==> src/rtl/m_table_pkg.sv <==
// Shared constants and FSM state type for the 1/m reciprocal table loader.
package m_table_pkg;

  localparam int unsigned BUFFER_DEPTH_DEF  = 2048;
  localparam int unsigned M_TABLE_WIDTH_DEF = 32;
  localparam int unsigned DIV_DVD_W_DEF     = M_TABLE_WIDTH_DEF + 2;
  localparam int unsigned DIV_QUO_W_DEF     = M_TABLE_WIDTH_DEF + 1;

  typedef enum logic [2:0] {
    ST_IDLE,
    ST_ZERO,
    ST_DIV,
    ST_WRITE,
    ST_FINISH
  } loader_state_e;

  // One quotient bit per cycle: a W-bit fraction needs W+1 steps.
  function automatic int unsigned div_cycles(input int unsigned w);
    return w + 1;
  endfunction

endpackage

==> src/rtl/m_recip_div.sv <==
// Restoring divider computing ceil(2^W / divisor), one quotient bit per cycle.
module m_recip_div
  import m_table_pkg::*;
#(
  parameter int unsigned W = M_TABLE_WIDTH_DEF
) (
  input  logic         clk,
  input  logic         rst_n,
  input  logic         start,
  input  logic [W+1:0] divisor,
  output logic         busy,
  output logic         done,
  output logic [W:0]   quotient
);

  localparam int unsigned DW = W + 2;
  localparam int unsigned RW = W + 1;
  localparam int unsigned CW = $clog2(div_cycles(W));

  logic [DW-1:0] dividend;
  logic [DW-1:0] div_q;
  logic [RW-1:0] rem_q;
  logic [W:0]    dvd_q;
  logic [W:0]    quo_q;
  logic [CW-1:0] cnt_q;
  logic          busy_q;
  logic [DW-1:0] trial;
  logic          ge;

  always_comb begin
    dividend = (DW'(1) << W) + divisor - DW'(1);
    trial    = {rem_q, dvd_q[W]};
    ge       = (trial >= div_q);
    busy     = busy_q;
    done     = busy_q && (cnt_q == CW'(div_cycles(W) - 1));
    quotient = quo_q;
  end

  // The dividend MSB seeds the remainder; the remaining W+1 bits are shifted in.
  always_ff @(posedge clk or negedge rst_n) begin
    if (!rst_n) begin
      div_q  <= '0;
      rem_q  <= '0;
      dvd_q  <= '0;
      quo_q  <= '0;
      cnt_q  <= '0;
      busy_q <= 1'b0;
    end else if (start) begin
      div_q  <= divisor;
      rem_q  <= RW'(dividend[DW-1]);
      dvd_q  <= dividend[W:0];
      quo_q  <= '0;
      cnt_q  <= '0;
      busy_q <= 1'b1;
    end else if (busy_q) begin
      rem_q  <= ge ? RW'(trial - div_q) : RW'(trial);
      quo_q  <= {quo_q[W-1:0], ge};
      dvd_q  <= {dvd_q[W-1:0], 1'b0};
      cnt_q  <= cnt_q + CW'(1);
      if (done) busy_q <= 1'b0;
    end
  end

endmodule

==> src/rtl/m_table_loader.sv <==
// Writes ceil(2^W/m) for every table entry m (entry 0 = 0) through a ready/strobe port.
// Define M_TABLE_LOADER_VERIFY_EN to add a per-quotient check with sticky err_o.
module m_table_loader
  import m_table_pkg::*;
#(
  parameter int unsigned BUFFER_DEPTH  = BUFFER_DEPTH_DEF,
  parameter int unsigned M_TABLE_WIDTH = M_TABLE_WIDTH_DEF
) (
  input  logic                            clk,
  input  logic                            rst_n,
  input  logic                            start_i,
  input  logic                            wr_ready_i,
  output logic                            we_o,
  output logic [$clog2(BUFFER_DEPTH)-1:0] addr_o,
  output logic [M_TABLE_WIDTH:0]          data_o,
  output logic                            busy_o,
  output logic                            done_o
`ifdef M_TABLE_LOADER_VERIFY_EN
  ,
  output logic                            err_o
`endif
);

  localparam int unsigned AW = $clog2(BUFFER_DEPTH);
  localparam int unsigned DW = M_TABLE_WIDTH + 2;
  localparam logic [AW-1:0] LAST_ADDR = AW'(BUFFER_DEPTH - 1);

  loader_state_e        state_q, state_d;
  logic [AW-1:0]        addr_q;
  logic                 div_start;
  logic [DW-1:0]        div_divisor;
  logic                 div_busy;
  logic                 div_done;
  logic [M_TABLE_WIDTH:0] quotient;

  m_recip_div #(.W(M_TABLE_WIDTH)) u_div (
    .clk      (clk),
    .rst_n    (rst_n),
    .start    (div_start),
    .divisor  (div_divisor),
    .busy     (div_busy),
    .done     (div_done),
    .quotient (quotient)
  );

  always_ff @(posedge clk or negedge rst_n) begin
    if (!rst_n) state_q <= ST_IDLE;
    else        state_q <= state_d;
  end

  always_comb begin
    state_d = state_q;
    unique case (state_q)
      ST_IDLE:   if (start_i) state_d = ST_ZERO;
      ST_ZERO:   if (wr_ready_i) state_d = ST_DIV;
      // An idle divider in DIV can only follow a lost start; leave rather than hang.
      ST_DIV:    if (div_done || !div_busy) state_d = ST_WRITE;
      ST_WRITE:  if (wr_ready_i) state_d = (addr_q == LAST_ADDR) ? ST_FINISH : ST_DIV;
      ST_FINISH: state_d = ST_IDLE;
      default:   state_d = ST_IDLE;
    endcase
  end

  always_comb begin
    we_o        = (state_q == ST_ZERO) || (state_q == ST_WRITE);
    addr_o      = addr_q;
    data_o      = (state_q == ST_WRITE) ? quotient : '0;
    busy_o      = (state_q != ST_IDLE);
    done_o      = (state_q == ST_FINISH);
    div_start   = wr_ready_i && ((state_q == ST_ZERO) ||
                                 ((state_q == ST_WRITE) && (addr_q != LAST_ADDR)));
    div_divisor = DW'(addr_q) + DW'(1);
  end

  // Address advances together with the divider launch, so DIV already shows the next entry.
  always_ff @(posedge clk or negedge rst_n) begin
    if (!rst_n)                    addr_q <= '0;
    else if (state_q == ST_FINISH) addr_q <= '0;
    else if (div_start)            addr_q <= addr_q + AW'(1);
  end

`ifdef M_TABLE_LOADER_VERIFY_EN
  localparam int unsigned PW = M_TABLE_WIDTH + 1 + AW;

  logic [PW-1:0] two_w;
  logic [PW-1:0] prod;
  logic [PW-1:0] prod_less;
  logic          chk_bad;

  always_comb begin
    two_w     = PW'(1) << M_TABLE_WIDTH;
    prod      = PW'(quotient) * PW'(addr_q);
    prod_less = prod - PW'(addr_q);
    chk_bad   = (prod < two_w) || (prod_less >= two_w);
  end

  always_ff @(posedge clk or negedge rst_n) begin
    if (!rst_n)                               err_o <= 1'b0;
    else if (start_i)                         err_o <= 1'b0;
    else if (state_q == ST_WRITE && chk_bad)  err_o <= 1'b1;
  end
`endif

endmodule

==> config.mk <==
export PLATFORM = sky130hd
export DESIGN_NAME = m_table_loader
export DESIGN_NICKNAME = d
export VERILOG_FILES = /design/src/rtl/m_table_pkg.sv /design/src/rtl/m_recip_div.sv /design/src/rtl/m_table_loader.sv
export SDC_FILE = /design/constraint.sdc
export NUM_CORES = 1
export LEC_CHECK = 0
export BUFFER_PORTS_ARGS = -buffer_cell sky130_fd_sc_hd__buf_2
export CORE_AREA = 2 2 138 140
export CTS_BUF_LIST = sky130_fd_sc_hd__clkbuf_8
export DETAILED_ROUTE_END_ITERATION = 6
export DIE_AREA = 0 0 140 142
export GPL_TIMING_DRIVEN = 0
export PLACE_DENSITY_LB_ADDON = 0.12
export SETUP_SLACK_MARGIN = 0.4
export SLEW_MARGIN = 20
export SYNTH_ARGS = -nofsm -noshare
export SYNTH_HDL_FRONTEND = slang
export SYNTH_SLANG_ARGS = --single-unit
==> constraint.sdc <==
create_clock -name clk -period 3.9 [get_ports clk]
set_input_delay 0 -clock clk [delete_from_list [all_inputs] [get_ports clk]]
set_output_delay 0 -clock clk [all_outputs]
set_load 0.05 [all_outputs]
==> metrics.txt, run 1 <==
Reg clk slew, reported paths=80 ps; net count of the mapped netlist=approximately 820; number of failing hold endpoints at the final stage=0; die area=0.0199 mm^2; wire length of the first global-routing pass=31,200 um; number of synthesized register bits=132; largest voltage drop on the vdd net=between 300 and 400 uV; overflow left after global routing=0; antenna violation net count after detailed routing=0; total power of the final layout=6630 uW; Total GRT Usage=0.196; dpl hpwl=13,400 um; buffer levels on the longest clock path=2; classification of the worst-slack hold path=in2async; remaining design rule violation count=0; placeable core region=0.0185 mm^2; actual slew at the worst max-slew pin=863 ps; via count normalized by instance count=5.42; post-CTS setup-driven buffer insertion count=0; sequential area share after synthesis=0.455; buffer cell driving the clock tree root=sky130_fd_sc_hd__clkbuf_8; TritonCTS clock tree=done; mapped cell area=0.00727 mm^2; routed len/inst=around 17 um; highest clock rate=305 MHz; startpoint of the worst-slack reg-to-reg timing path=u_div.dvd_q[32]; share of total power in combinational logic=0.477; Critical Path Sink Type=flop; data arrival time of the critical path=3580 ps; Layout Skew=16.3 ps; count of filler cells inserted in the layout=1,797; critical register-to-register path endpoint=u_div.rem_q[32]; clock buffer count from CTS=17; power density relative to cell area=approximately 800 mW/mm^2; count of TritonRoute iterations in the first routing pass=7; area grow syn2layout=14.0%; Ports=51; net switching power=2940 uW; H-tree level count=4; share of total power in sequential cells=0.348; count of max-cap constraint violations=0; CTS Sinks=132; number of placement rows=50; Slew Limit Headroom=0.425; number of antenna violations at the first check in global routing=0; net total in the final layout=892; sort of element at the start of the critical path=flop; I/O Buffers=50; unrepaired setup endpoints after global routing=no; DRC marker count from the first detailed-route iteration=479; clock group share of total power=0.175; final worst-path cycle share=0.841; status=finished clean; flip-flop and latch area=0.00330 mm^2; CP max FO=5; required time of the critical path=about 4200 ps; post-layout min period=3280 ps; Die Y-Extent=142 um; number of standard cells after synthesis=roughly 800; width of the die=approximately 140 um; total area of multi-input combinational cells=0.00367 mm^2; setup total negative slack=0 ps; EDFF count, synth=0; switching power share of the total=0.443; path depth of the worst reg2reg path=11; highest cell delay on the worst timing path=590 ps; starting utilization of the core area=0.394; setup violation total in the final timing report=0; via count=6,057; final antenna diode count=0; count of distinct cell types in the synthesized netlist=59; cells traversed along the worst timing path=inv_1 -> ha_1 -> fa_1 -> nor2b_1 -> o31a_1 -> o31ai_1 -> a31oi_1 -> or4_4 -> nor4b_2 -> xnor2_1 -> a21oi_1; number of global-route vias before repair=5,957; Critical Setup Path Class=reg2reg; mean instance size in the synthesized netlist=9.12 um^2; proportion of layout cells with a drive suffix above 1=0.122; FFs w/ async S/R, synth=1.00; drt total wl=18,800 um; final weighted congestion in routability-driven placement=0.838; Warnings, synthesis=0; master of the slowest instance on the critical path=sky130_fd_sc_hd__or4_4; setup slack on the worst flop-to-flop path=620 ps; P_leak=0.00413 uW; Max Transition Viols Final=0; most used flip-flop cell after synthesis=sky130_fd_sc_hd__dfrtp_1; Int Power=around 3700 uW; pin count of the biggest net entering global routing=a little under 80; source-to-sink clock delay at the later pin of the worst-skew pair=450 ps
-- layout by cell type (no fill, tap or decap), types with 14 or more instances in the layout --
master and count:
sky130_fd_sc_hd__inv_1 18, sky130_fd_sc_hd__o21ai_0 74, sky130_fd_sc_hd__clkbuf_8 18, sky130_fd_sc_hd__nand3_1 14
sky130_fd_sc_hd__a21oi_1 74, sky130_fd_sc_hd__dfrtp_1 132, sky130_fd_sc_hd__xnor2_1 33, sky130_fd_sc_hd__nor2_1 103
sky130_fd_sc_hd__clkbuf_1 48, sky130_fd_sc_hd__xor2_1 20, sky130_fd_sc_hd__buf_2 52, sky130_fd_sc_hd__and3_1 38
sky130_fd_sc_hd__mux2i_1 47, sky130_fd_sc_hd__ha_1 17, sky130_fd_sc_hd__nand2_1 57
-- synthesized netlist by cell type (all sizes together), types with 15 or more instances --
cell type,number,area share
o21ai,76,0.052
nand3,15,0.010
clkbuf,49,0.025
xor2,20,0.024
dfrtp,132,0.45
ha,17,0.029
inv,18,0.0093
and3,38,0.033
nand2,57,0.029
mux2i,47,0.065
nor2,103,0.053
xnor2,33,0.040
a21oi,74,0.051
-- worst max path at each step --
| stage | from | end | slack (ps) | cells past startpoint |
|---|---|---|---|---|
| 6_report | u_div.dvd_q[32] | u_div.rem_q[32] | 620 | 11 |
| 5_1_grt | u_div.dvd_q[32] | u_div.rem_q[32] | 400 | 11 |
| 4_1_cts | addr_o[5] | u_div.dvd_q[11] | 490 | 9 |
| 3_5_place_dp | addr_o[5] | u_div.dvd_q[11] | 490 | 9 |
| 3_3_place_gp | addr_o[5] | u_div.dvd_q[11] | 540 | 9 |
| 2_1_floorplan | addr_o[0] | u_div.dvd_q[11] | 970 | 10 |
-- power groups by stage --
| stage | Combinational [uW] | Sequential, uW | Clock, uW |
|---|---|---|---|
| after global placement | 3090 | 2300 | 0 |
| final | 3160 | 2310 | 1160 |
| after CTS | 3170 | 2300 | 1200 |
| after global routing | 3530 | 2370 | 1270 |
| after detailed placement | 3140 | 2320 | 0 |
| after floorplan | 2350 | 2350 | 0 |
-- state kept, by name (all words and copies together) (netlist names) --
register and count:
u_div.rem_q 33, u_div.dvd_q 33, state_q 3, u_div.cnt_q 6, u_div.quotient 33, u_div.busy 1, u_div.div_q 12, addr_o 11
-- metrics by stage --
step / util / std cells / instance area (um^2) / worst slack [ps] / hold WS, ps
3_5_place_dp: 0.425 / 1082 / 7850 / 485 / -43.9
3_3_place_gp: 0.423 / 1081 / 7810 / 544 / 289
6_report: 0.449 / 1117 / 8290 / 621 / 58.3
4_1_cts: 0.448 / 1117 / 8280 / 491 / 58.3
2_1_floorplan: - / 797 / 7270 / 973 / -296
5_1_grt: 0.449 / 1117 / 8290 / 402 / 68.5
-- layout make-up --
cell class / instances / share of cell area
Timing Repair Buffer: 54 / 0.0383
Clock inverter: 14 / 0.0181
Buffer: 58 / 0.0282
Sequential cell: 132 / 0.399
Tap cell: 234 / 0.0353
Inverter: 18 / 0.00815
Multi-Input combinational cell: 589 / 0.443
Clock buffer: 18 / 0.0299
-- per-layer routing --
metal	global-route usage	up-vias	part of all wire
met5	0	-	0
met4	0.0478	0	0.012
met3	0.0431	20	0.034
met2	0.321	101	0.48
met1	0.269	3007	0.48
li1	-	2929	-
-- critical path: cells and delay by family, from the launching register on --
kind / cells / cell delay [ps]
DFF: 1 / 440
adders and majority gates: 2 / 410
buffers and inverters: 1 / 80
and+or+nand+nor: 3 / 960
AOI/OAI and AO/OA: 4 / 1080
xor gates and xnor gates: 1 / 150
-- logic make-up after synthesis --
family	synth area share
buffers and inverters	0.0413
DFF	0.455
and+or+nand+nor	0.196
xor gates and xnor gates	0.0639
adders and majority gates	0.0320
muxes	0.0663
AOI/OAI and AO/OA	0.146
-- what timing repair did --
item | in CTS | in global routing
endpoints found under the setup margin | 0 | 45
resized for setup | 0 | 4
endpoints found under the hold margin | 135 | 0
hold buffers | 3 | 0
(Power assumes the default switching activity.)
==> run 2: changes to the inputs <==
==> constraint.sdc (replaced) <==
create_clock -name clk -period 3.2 [get_ports clk]
set_input_delay 0 -clock clk [delete_from_list [all_inputs] [get_ports clk]]
set_output_delay 0 -clock clk [all_outputs]
set_load 0.05 [all_outputs]
==> metrics.txt, run 2 (synthesis results as in run 1) <==
status=complete, but fails checks; failing checks=design-rule violations; Reg clk slew, reported paths=80 ps (about the same); setup slack on the worst flop-to-flop path=320 ps (-300 ps); startpoint of the worst-slack reg-to-reg timing path=u_div.rem_q[19]; final weighted congestion in routability-driven placement=0.890 (+6.2%); Slew Limit Headroom=0.432 (+0.00657); share of the core filled with cells in the final layout=0.479 (+0.0300); overflow left after global routing=0 (unchanged); buffer levels on the longest clock path=2 (unchanged); unrepaired setup endpoints after global routing=yes; number of antenna violations at the first check in global routing=0 (unchanged); grt met2 use=0.344 (+0.0228); starting utilization of the core area=0.394 (unchanged); die area=0.0199 mm^2 (unchanged); post-layout min period=2880 ps (-399 ps); CTS Sinks=132 (unchanged); path depth of the worst reg2reg path=10 (-1); DRC marker count from the first detailed-route iteration=453 (-5.4%); GR met1 Demand/Resource=0.264 (-0.00503); routed len/inst=17.2 um (+2.3%); Die Y-Extent=142 um (unchanged); remaining design rule violation count=1 (+1); Total GRT Usage=0.202 (+0.00530); cells traversed along the worst timing path=or4_4 -> or4_4 -> o31ai_4 -> or2_4 -> nor3_4 -> buf_12 -> buf_4 -> nor4_4 -> xnor2_1 -> a21oi_1; area grow syn2layout=21.7%; cell area after placement=0.00785 mm^2 (about the same); commonest non-fill, non-tap cell in the layout=sky130_fd_sc_hd__dfrtp_1; I/O Buffers=50 (unchanged); via count normalized by instance count=5.42 (about the same); number of global-route vias before repair=6,205 (+4.2%); drt total wl=19,600 um (+4.5%); proportion of layout cells with a drive suffix above 1=0.209 (+0.0872); pin count of the biggest net entering global routing=100 (+27%); total power of the final layout=8750 uW (+32%); placeable core region=0.0185 mm^2 (unchanged); critical register-to-register path endpoint=u_div.rem_q[14]; highest-count cells in the layout ignoring fill and taps=sky130_fd_sc_hd__dfrtp_1, sky130_fd_sc_hd__nor2_1, sky130_fd_sc_hd__o21ai_0; Max Transition Viols Final=0 (unchanged); power density relative to cell area=990 mW/mm^2 (+24%); source-to-sink clock delay at the later pin of the worst-skew pair=450 ps (about the same); setup violation total in the final timing report=0 (unchanged); highest cell delay on the worst timing path=560 ps (-30 ps); via count=6,184 (+2.1%); number of placement rows=50 (unchanged); antenna violation net count after detailed routing=0 (unchanged); width of the die=140 um (unchanged); TritonCTS clock tree=done; Critical Path Sink Type=flop; classification of the worst-slack hold path=in2async; P_leak=0.00436 uW (+5.7%); library cell appearing most often on the critical path=sky130_fd_sc_hd__or4_4; final worst-path cycle share=0.900 (+0.0592); Critical Setup Path Class=reg2reg; largest voltage drop on the vdd net=365 uV (+5.7%); number of failing hold endpoints at the final stage=0 (unchanged); actual slew at the worst max-slew pin=853 ps (-9.86 ps); Global Route met3 Usage=0.0397 (-0.00336); net total in the final layout=916 (+2.7%); final design area excluding fillers=0.00884 mm^2 (+6.7%); dpl hpwl=13,300 um (-0.81%); buffer cell driving the clock tree root=sky130_fd_sc_hd__clkbuf_8; wire length of the first global-routing pass=32,200 um (+3.3%); H-tree level count=4 (unchanged); sort of element at the start of the critical path=flop; CP max FO=8 (+3); required time of the critical path=3500 ps (-700 ps); Layout Skew=9.73 ps (-6.62 ps); count of filler cells inserted in the layout=1,815 (+1.0%); final antenna diode count=0 (unchanged); count of TritonRoute iterations in the first routing pass=7 (unchanged); highest clock rate=347 MHz (+14%); count of max-cap constraint violations=0 (unchanged); global route hottest layer=met2; data arrival time of the critical path=3180 ps (-400 ps); Ports=51 (unchanged); clock buffer count from CTS=17 (unchanged); master of the slowest instance on the critical path=sky130_fd_sc_hd__or4_4
run 2: changes by cell type in the layout (fill, tap and decap cells not counted), moves of 4 or more:
cell / before / now
sky130_fd_sc_hd__clkbuf_2: 1 / 14
sky130_fd_sc_hd__inv_6: 3 / 7
sky130_fd_sc_hd__buf_4: 1 / 19
sky130_fd_sc_hd__a21oi_1: 74 / 68
sky130_fd_sc_hd__clkbuf_1: 48 / 32
sky130_fd_sc_hd__a21oi_2: 0 / 5
sky130_fd_sc_hd__dfrtp_2: 0 / 4
sky130_fd_sc_hd__nor2_1: 103 / 98
sky130_fd_sc_hd__buf_1: 4 / 0
sky130_fd_sc_hd__dfrtp_1: 132 / 128
run 2: final cells by class:
type	instances	area [um^2]	share of cell area
tap	234	293	0.0331
clock inverter	14	140	0.0159
sequential	132	3310	0.374
inverter	18	67.6	0.00764
buffer	58	304	0.0344
timing repair buffer	78	543	0.0614
multi-input combinational	589	3940	0.445
clock buffer	18	248	0.0280
run 2: worst max-delay path by stage:
stage          slack, ps       startpoint         endpoint
2_1_floorplan        410        addr_o[3]  u_div.dvd_q[11]
3_3_place_gp        -140        addr_o[0]  u_div.dvd_q[31]
3_5_place_dp        -200        addr_o[0]  u_div.dvd_q[15]
4_1_cts              290  u_div.dvd_q[32]  u_div.rem_q[32]
5_1_grt              190  u_div.dvd_q[32]  u_div.rem_q[32]
6_report             320  u_div.rem_q[19]  u_div.rem_q[14]
run 2: report_power, final:
| part | switching, uW | internal, uW |
|---|---|---|
| combinational | 2600 | 1890 |
| clock | 749 | 657 |
| sequential | 562 | 2290 |
| total | 3920 | 4840 |
run 2: worst max-delay path, delay by kind of cell, from the launching register on:
family          cells  cell delay [ps]
simple gates        5             1550
buf+inv             2              300
xor+xnor            1              150
flops               1              440
compound gates      2              280
run 2: metrics by stage:
step / hold slack (ps) / cells / setup slack, ps / TNS [ps]
CTS: 4.64 / 1127 / 295 / 0
finish: 8.79 / 1141 / 321 / 0
global route: 21.5 / 1141 / 195 / 0
floorplan: -296 / 797 / 411 / 0
global placement: 292 / 1081 / -141 / -3020
detailed placement: -111 / 1082 / -203 / -4270
run 2: per-layer routing:
layer,up-vias,part of all wire
met1,3077,0.46
met2,101,0.49
li1,2974,-
met4,0,0.019
met3,32,0.030
met5,-,0
run 2: timing repair:
item / in CTS / in global routing
endpoints found under the setup margin: 117 / 107
buffers inserted: 8 / 13
resized for setup: 45 / 61
hold buffers: 3 / 0
cloned: 2 / 1
hold endpoints to repair: 135 / 0
pin swaps: 12 / 32
==> run 3: changes to the inputs <==
--- a/config.mk
+++ b/config.mk
@@ -6,6 +6,8 @@
 export NUM_CORES = 1
 export LEC_CHECK = 0
 export BUFFER_PORTS_ARGS = -buffer_cell sky130_fd_sc_hd__buf_2
+export CELL_PAD_IN_SITES_DETAIL_PLACEMENT = 1
+export CELL_PAD_IN_SITES_GLOBAL_PLACEMENT = 1
 export CORE_AREA = 2 2 138 140
 export CTS_BUF_LIST = sky130_fd_sc_hd__clkbuf_8
 export DETAILED_ROUTE_END_ITERATION = 6
==> metrics.txt, run 3 (synthesis results as in run 1) <==
status=finished clean; switching power share of the total=0.452 (+0.00467); number of failing hold endpoints at the final stage=0 (unchanged); Total GRT Usage=0.226 (+0.0243); Global Route met3 Usage=0.0448 (+0.00505); CP max FO=2 (-6); GR met1 Demand/Resource=0.290 (+0.0267); setup violation total in the final timing report=0 (unchanged); routed len/inst=18.9 um (+10%); data arrival time of the critical path=3200 ps (+20 ps); clock buffer count from CTS=17 (unchanged); buffer cell driving the clock tree root=sky130_fd_sc_hd__clkbuf_8; highest-count cells in the layout ignoring fill and taps=sky130_fd_sc_hd__dfrtp_1, sky130_fd_sc_hd__nor2_1, sky130_fd_sc_hd__o21ai_0; remaining design rule violation count=0 (-1); buffer levels on the longest clock path=2 (unchanged); antenna violation net count after detailed routing=0 (unchanged); Slew Limit Headroom=0.458 (+0.0267); CTS Sinks=132 (unchanged); source-to-sink clock delay at the later pin of the worst-skew pair=460 ps (about the same); highest clock rate=347 MHz (-0.22%); clock group share of total power=0.169 (+0.008); sort of element at the start of the critical path=flop; Setup crit start=u_div.dvd_q[32]; cells traversed along the worst timing path=inv_2 -> ha_4 -> fa_2 -> nor2b_4 -> o31a_1 -> o31ai_4 -> buf_4 -> a31oi_4 -> or4_4 -> nor4b_4 -> xnor2_1 -> a21oi_1; actual slew at the worst max-slew pin=813 ps (-40.1 ps); Hold Worst Slack=69.9 ps (+61.1 ps); setup total negative slack=0 ps (unchanged); Critical Setup Path Class=reg2reg; unrepaired setup endpoints after global routing=yes; drt total wl=21,600 um (+10%); placeable core region=0.0185 mm^2 (unchanged); largest voltage drop on the vdd net=325 uV (-11%); Critical Path Sink Type=flop; net switching power=4060 uW (+3.7%); highest cell delay on the worst timing path=550 ps (about the same); final antenna diode count=0 (unchanged); count of TritonRoute iterations in the first routing pass=4 (-3); Die Y-Extent=142 um (unchanged); net total in the final layout=916 (unchanged); non-filler instance count after layout=1,140 (-0.088%); required time of the critical path=3510 ps (about the same); number of placed instances, taps included=1,082 (unchanged); commonest non-fill, non-tap cell in the layout=sky130_fd_sc_hd__dfrtp_1; final worst slack=314 ps (-6.30 ps); die area=0.0199 mm^2 (unchanged); pin count of the biggest net entering global routing=70 (-30%); dpl ws=-199 ps (+3.37 ps); area grow syn2layout=22.0%; proportion of layout cells with a drive suffix above 1=0.216 (+0.00685); path depth of the worst reg2reg path=12 (+2); grt met2 use=0.389 (+0.0451); I/O Buffers=50 (unchanged); critical register-to-register path endpoint=u_div.rem_q[32]; total power of the final layout=8990 uW (+2.7%); setup slack on the worst flop-to-flop path=310 ps (about the same); master of the slowest instance on the critical path=sky130_fd_sc_hd__or4_4; Reg clk slew, reported paths=90 ps (about the same); final weighted congestion in routability-driven placement=0.844 (-5.2%); wire length of the first global-routing pass=35,600 um (+11%); starting utilization of the core area=0.394 (unchanged); width of the die=140 um (unchanged); via count normalized by instance count=5.46 (+0.65%); classification of the worst-slack hold path=in2async; number of antenna violations at the first check in global routing=0 (unchanged); Int Power=4920 uW (+1.8%); Layout Skew=16.8 ps (+7.05 ps); share of total power in sequential cells=0.320 (-0.006); TritonCTS clock tree=done; count of max-cap constraint violations=0 (unchanged); H-tree level count=4 (unchanged); DRC marker count from the first detailed-route iteration=319 (-30%); overflow left after global routing=0 (unchanged); Ports=51 (unchanged); power density relative to cell area=1010 mW/mm^2 (+2.4%); Max Transition Viols Final=0 (unchanged); post-layout min period=2890 ps (+6.30 ps); final worst-path cycle share=0.902 (+0.00197); startpoint of the worst-slack reg-to-reg timing path=u_div.dvd_q[32]; share of total power in combinational logic=0.511 (-0.002); P_leak=0.00438 uW (+0.41%); via count=6,219 (+0.57%); global route hottest layer=met2; number of global-route vias before repair=6,722 (+8.3%); dpl hpwl=14,900 um (+12%); termination of the worst setup path=u_div.rem_q[32]; number of placement rows=50 (unchanged)
-- run 3: changes by cell type in the layout (fill, tap and decap cells not counted), sizes merged --
cell,before,now
clkinvlp,2,1
bufinv,1,3
clkbuf,68,65
clkinv,3,5
inv,26,23
buf,83,85
-- run 3: layout make-up --
| cell class | instances | area (um^2) |
|---|---|---|
| fillers | 2131 | 9590 |
| repair buffers | 78 | 532 |
| multi-input cells | 589 | 3970 |
| clock buffers | 17 | 234 |
| inverters | 18 | 67.6 |
| plain buffers | 58 | 279 |
| clock inverters | 14 | 179 |
| flip-flops and latches | 132 | 3310 |
| well taps | 234 | 293 |
-- run 3: what timing repair did --
item,CTS,global route
setup buffers,11,10
gates resized for setup,52,67
hold buffers,3,0
pin swaps,23,34
gates cloned,3,0
setup endpoints to repair,121,115
endpoints found under the hold margin,135,0
-- run 3: power groups by stage --
stage	Clock, uW	Sequential [uW]	Combinational, uW
after floorplan	0	2860	2860
after global placement	0	2820	3770
after detailed placement	0	2860	3930
after CTS	1560	2850	4200
after global routing	1620	2960	5080
final	1520	2880	4590
-- run 3: how the worst min path moves through the flow --
| stage | from | endpoint | slack (ps) | cells past startpoint |
|---|---|---|---|---|
| after floorplan | rst_n | addr_o[0] | -300 | 0 |
| after global placement | wr_ready_i | state_q[2] | 300 | 3 |
| after detailed placement | rst_n | addr_o[4] | -20 | 1 |
| after CTS | rst_n | addr_o[6] | 80 | 2 |
| after global routing | rst_n | addr_o[0] | 90 | 2 |
| final | rst_n | addr_o[0] | 70 | 2 |
-- run 3: layer usage --
metal	vias to the layer above	routed length, um
met2	77	10700
met3	23	569
li1	2971	-
met5	-	0
met4	0	282
met1	3148	10000
-- run 3: worst max-delay path: cells and delay by family, from the launching register on --
kind                     cells  cell delay, ps
AO/OA/AOI/OAI                4             690
XOR/XNOR                     1             150
adder cells (fa/ha/maj)      2             390
buffers and inverters        2             260
flip-flops                   1             430
AND/OR/NAND/NOR              3             830
-- run 3: metrics by stage --
stage / cell area, um^2 / utilization
floorplan: 7270 / -
global placement: 7810 / 0.423
detailed placement: 7850 / 0.425
CTS: 8560 / 0.464
global route: 8860 / 0.480
finish: 8860 / 0.480
